### config.mk
export PLATFORM = sky130hd
export DESIGN_NAME = dmem_bus_ctrl
export DESIGN_NICKNAME = d
export VERILOG_FILES = /design/src/rtl/dmem_bus_ctrl.sv
export SDC_FILE = /design/constraint.sdc
export NUM_CORES = 1
export LEC_CHECK = 0
export ABC_CLOCK_PERIOD_IN_PS = 4350
export BUFFER_PORTS_ARGS = -buffer_cell sky130_fd_sc_hd__buf_2
export CAP_MARGIN = 40
export CORE_MARGIN = 2
export CORE_UTILIZATION = 45
export CTS_CLUSTER_SIZE = 40
export DETAILED_ROUTE_END_ITERATION = 8
export GPL_TIMING_DRIVEN = 0
export HOLD_SLACK_MARGIN = 0.06
export PLACE_DENSITY = 0.83
export SKIP_LAST_GASP = 1
export SYNTH_ARGS = -nofsm -noshare
export SYNTH_HDL_FRONTEND = slang
export SYNTH_SLANG_ARGS = --single-unit
### constraint.sdc
create_clock -name clk -period 4.35 [get_ports clk]
set_clock_uncertainty 0.2 [all_clocks]
set_input_delay 0.87 -clock clk [delete_from_list [all_inputs] [get_ports clk]]
set_output_delay 0.87 -clock clk [all_outputs]
set_load 0.1 [all_outputs]
### src/rtl/dmem_bus_ctrl.sv
// Memory-stage data bus controller: one req/ack bus transaction per LSU access, with pipeline stall and load extension.
// Optional misaligned-access trap enabled by defining DMEM_MISALIGN_CHK_EN.
module dmem_bus_ctrl #(
    parameter int unsigned TIMEOUT = 255
) (
    input  logic        clk,
    input  logic        rst_n,
    input  logic        cs,
    input  logic        rd,
    input  logic [3:0]  mask,
    input  logic [31:0] addr,
    input  logic [31:0] wdata,
    output logic        stall,
    output logic [31:0] load_data,
    output logic        bus_req,
    output logic        bus_we,
    output logic [31:0] bus_addr,
    output logic [3:0]  bus_be,
    output logic [31:0] bus_wdata,
    input  logic        bus_ack,
    input  logic [31:0] bus_rdata,
    output logic        bus_err,
    output logic        misalign
);

    localparam int unsigned CW = $clog2(TIMEOUT + 1);

    typedef enum logic [1:0] {S_IDLE, S_BUSY, S_DONE} state_t;

    state_t          r_state;
    logic [CW-1:0]   r_cnt;
    logic            r_rd;
    logic [3:0]      r_code;
    logic [1:0]      r_off;
    logic            r_bus_req;
    logic            r_bus_we;
    logic [31:0]     r_bus_addr;
    logic [3:0]      r_bus_be;
    logic [31:0]     r_bus_wdata;
    logic [31:0]     r_load_data;
    logic            r_bus_err;
    logic            r_misalign;

    logic [31:0]     w_wdata;
    logic [31:0]     w_load;
    logic [7:0]      w_byte;
    logic [15:0]     w_half;
    logic            w_misalign;

    always_comb begin
        w_wdata = wdata;
        case (mask)
            4'b0001, 4'b0010, 4'b0100, 4'b1000: w_wdata = {4{wdata[7:0]}};
            4'b0011, 4'b1100:                   w_wdata = {2{wdata[15:0]}};
            default:                            w_wdata = wdata;
        endcase
    end

    always_comb begin
        w_byte = bus_rdata[{r_off, 3'b000} +: 8];
        w_half = r_off[1] ? bus_rdata[31:16] : bus_rdata[15:0];
        case (r_code)
            4'd0:    w_load = {{24{w_byte[7]}}, w_byte};
            4'd1:    w_load = {{16{w_half[15]}}, w_half};
            4'd3:    w_load = {24'd0, w_byte};
            4'd4:    w_load = {16'd0, w_half};
            default: w_load = bus_rdata;
        endcase
    end

`ifdef DMEM_MISALIGN_CHK_EN
    always_comb begin
        w_misalign = 1'b0;
        if (rd) begin
            case (mask)
                4'd0, 4'd3: w_misalign = 1'b0;
                4'd1, 4'd4: w_misalign = addr[0];
                default:    w_misalign = |addr[1:0];
            endcase
        end else begin
            case (mask)
                4'b0011, 4'b1100: w_misalign = addr[0];
                4'b1111:          w_misalign = |addr[1:0];
                default:          w_misalign = 1'b0;
            endcase
        end
    end
`else
    assign w_misalign = 1'b0;
`endif

    always_ff @(posedge clk or negedge rst_n) begin
        if (!rst_n) begin
            r_state     <= S_IDLE;
            r_cnt       <= '0;
            r_rd        <= 1'b0;
            r_code      <= '0;
            r_off       <= '0;
            r_bus_req   <= 1'b0;
            r_bus_we    <= 1'b0;
            r_bus_addr  <= '0;
            r_bus_be    <= '0;
            r_bus_wdata <= '0;
            r_load_data <= '0;
            r_bus_err   <= 1'b0;
            r_misalign  <= 1'b0;
        end else begin
            case (r_state)
                S_IDLE: begin
                    if (!cs) begin
                        r_rd   <= rd;
                        r_code <= mask;
                        r_off  <= addr[1:0];
                        r_cnt  <= '0;
                        if (w_misalign) begin
                            r_state    <= S_DONE;
                            r_misalign <= 1'b1;
                            if (rd)
                                r_load_data <= '0;
                        end else begin
                            r_state     <= S_BUSY;
                            r_bus_req   <= 1'b1;
                            r_bus_we    <= ~rd;
                            r_bus_addr  <= {addr[31:2], 2'b00};
                            r_bus_be    <= rd ? 4'b1111 : mask;
                            r_bus_wdata <= w_wdata;
                        end
                    end
                end
                S_BUSY: begin
                    // Ack is tested first so an ack in the final allowed cycle beats the timeout.
                    if (bus_ack) begin
                        r_state   <= S_DONE;
                        r_bus_req <= 1'b0;
                        if (r_rd)
                            r_load_data <= w_load;
                    end else if (r_cnt == CW'(TIMEOUT - 1)) begin
                        r_state   <= S_DONE;
                        r_bus_req <= 1'b0;
                        r_bus_err <= 1'b1;
                        if (r_rd)
                            r_load_data <= '0;
                    end else begin
                        r_cnt <= r_cnt + CW'(1);
                    end
                end
                S_DONE: begin
                    r_state    <= S_IDLE;
                    r_bus_err  <= 1'b0;
                    r_misalign <= 1'b0;
                end
                default: r_state <= S_IDLE;
            endcase
        end
    end

    assign stall     = ((r_state == S_IDLE) & ~cs) | (r_state == S_BUSY);
    assign load_data = r_load_data;
    assign bus_req   = r_bus_req;
    assign bus_we    = r_bus_we;
    assign bus_addr  = r_bus_addr;
    assign bus_be    = r_bus_be;
    assign bus_wdata = r_bus_wdata;
    assign bus_err   = r_bus_err;
    assign misalign  = r_misalign;

endmodule

==> metrics.txt <==
Vias/cell=around 5.5; Residual DRC=0; total of max-cap violations=0; cell area after synthesis=5700 um^2; Synth Area in Simple Gates=0.201; vias in the first global route=between 5000 and 6000; global route overflow=0; worst rel slew slack=0.449; Synth Area in Compound Gates=0.173; CTS tree=built; I/O pin total=210; P&R area growth vs syn=33.8%; ys async rst share=1.00; core box area=around 12000 um^2; post-cts sizing count=0; largest family of logic cells by synthesized area=simple AND/OR/NAND/NOR gates; largest net degree at the start of global routing=87; Top FF cell, synth=dfrtp_1; mean area per synthesized cell=~9.5 um^2; IO buf count=a little over 200; Max Freq=approximately 340 MHz; Worst Hold Class=in2async; Fin Setup TNS=0 ps; Setup violations, final=0; crit path DAT=approximately 1900 ps; global-route wire length before repair=~27000 um; number of synthesized flops with an enable pin=0; WP data required=about 3300 ps; Distinct cells, synth=between 50 and 60; Startpoint Class=input port; Least-Margin Pin Slew=820 ps; row cnt=just over 40; Post-DP HPWL=12500 um; Setup Crit Path Kind=in2out; register area share after synthesis=0.518; hold_buf cts=0; filler cell count=slightly above 1000; crit path time final=around 3000 ps; TritonCTS Buffers=17; DIE WIDTH=117 um; CP Capture Type=output pin; Final Max Tran Viols=0; Yosys warning total=0; DR WL/cell=between 15 and 20 um; # Post-CTS Setup Buffers=0; share of cells above drive strength 1=0.339; Reg2Reg Depth=6; Starting Density=0.457; RSZ-0062 raised after global routing=no; register bit count reported by yosys=~120; die height=between 100 and 150 um; DRT iter0 DRCs=between 400 and 500; Hold Worst Slack=144 ps; full die area=13600 um^2; GP Congestion=around 0.9; clock sink count=roughly 120; vias=5558; XOR/XNOR share of the synthesized area=0.00747; Routed Antenna Nets=0; Synth Area in Adders=0.00439; clk_lat worst skew=~420 ps; status=complete, no violations; final net count=934; gr usage total=0.263; Fin. Hold Viols=0; clock buffer depth=2; H-tree levels=4; Period Utilization, post-route=0.674; Post-Syn Instances=600; final WL=roughly 18000 um; First-pass DRT Iterations=5; mux share of post-synthesis cell area=0.0569; CP Max Fanout=6; root buffer cell=clkbuf_16; Worst-path clk slew=roughly 50 ps; initial antenna violation count=1
cells in the mapped netlist (2+ instances only):
master	n	share of area
nor3_1	3	0.0026
o21ai_0	32	0.028
o211a_1	8	0.014
nor2b_1	4	0.0044
ha_1	2	0.0044
nor4b_1	3	0.0046
nand2b_1	5	0.0055
buf_6	2	0.0040
xnor2_1	2	0.0031
a211oi_1	2	0.0026
buf_2	8	0.0070
nand2_1	172	0.11
a21bo_2	7	0.012
a22oi_1	8	0.011
inv_1	3	0.0020
nor2_1	51	0.034
or4_1	2	0.0026
and2_1	3	0.0033
mux2_2	17	0.034
mux2i_1	11	0.019
and3_1	13	0.014
dfrtp_1	118	0.52
a211o_1	2	0.0031
a221oi_1	7	0.011
o2bb2ai_1	23	0.035
or3_1	3	0.0033
a31o_2	3	0.0046
a221o_1	8	0.014
a31oi_1	19	0.021
clkinv_1	2	0.0013
buf_4	4	0.0053
clkbuf_1	27	0.018
a21oi_1	5	0.0044
nand3_1	2	0.0018
metrics by stage:
step            util  instances  cell area, um^2  setup slack (ps)
2_1_floorplan      -        602             5700               933
3_3_place_gp   0.557        978             6940               700
3_5_place_dp   0.560        980             6980              1430
4_1_cts        0.611       1012             7620              1440
5_1_grt        0.611       1013             7620              1360
6_report       0.611       1013             7620              1420
flip-flops by register name, summed over array words and instances (netlist names), 2 cells and up:
name	count
bus_addr	30
bus_be	4
bus_wdata	32
load_data	32
r_cnt	8
r_code	4
r_off	2
r_state	2
logic make-up (layout without fill, tap and decap cells):
kind of cell / after synthesis / after routing
AOI/OAI and AO/OA: 131 / 131
buffers and inverters: 46 / 284
and+or+nand+nor: 269 / 269
xor gates and xnor gates: 4 / 4
adders and majority gates: 2 / 2
DFF: 118 / 118
muxes: 29 / 29
other: 1 / 4
worst paths after layout:
kind,end,slack (ps),start
worst max-delay path,stall,1420,cs
worst min-delay path,load_data[28],140,rst_n
worst max register to register,bus_addr[24],1920,r_state[1]
worst min register to register,bus_be[2],260,bus_be[2]
max in group asynchronous,bus_err,3070,rst_n
min in group clk,bus_be[2],260,bus_be[2]
area by class of cell:
type	count	area (um^2)	area share
sequential	118	2950	0.388
multi-input combinational	438	2540	0.333
timing repair buffer	206	1060	0.139
clock buffer	22	494	0.0649
tap	172	215	0.0282
buffer	41	194	0.0255
clock inverter	10	144	0.0189
inverter	5	18.8	0.00246
antenna	1	2.50	0.000328
cell usage in the layout, fill, tap and decap left out, types with 2 or more instances in the layout:
cell	Yosys	routed
inv_1	3	3
a221oi_1	7	7
or3_1	3	3
nor2b_1	4	4
clkbuf_8	0	5
clkbuf_1	27	27
nor3_1	3	3
xnor2_1	2	2
o211a_1	8	8
clkinv_4	0	3
and3_1	13	13
dfrtp_1	118	118
and2_1	3	3
a31o_2	3	3
conb_1	1	3
buf_2	8	212
mux2i_1	11	11
nand2b_1	5	5
ha_1	2	2
clkinv_1	2	2
buf_4	4	4
nand2_1	172	172
a31oi_1	19	19
or4_1	2	2
a22oi_1	8	8
a211oi_1	2	2
o21ai_0	32	32
mux2_2	17	17
a211o_1	2	2
buf_6	2	3
clkinvlp_4	0	3
a221o_1	8	8
nor4b_1	3	3
bufinv_16	0	3
a21oi_1	5	5
nor2_1	51	51
nand3_1	2	2
clkbuf_16	0	17
o2bb2ai_1	23	23
a21bo_2	7	7
metal layers:
metal | track usage | up-vias | share of wire
met4 | 0.115 | 0 | 0.032
met1 | 0.324 | 2629 | 0.39
met5 | 0 | - | 0
met2 | 0.418 | 337 | 0.47
met3 | 0.0944 | 42 | 0.11
li1 | - | 2550 | -
worst max-delay path, stage by stage:
cell and delay, ps:
buf_2 110, nor2b_1 170, nor2_1 230, buf_2 480
Power is left out: the tool's default activity adds up to more than one toggle a clock period on the data nets, which glitch-free logic cannot reach.
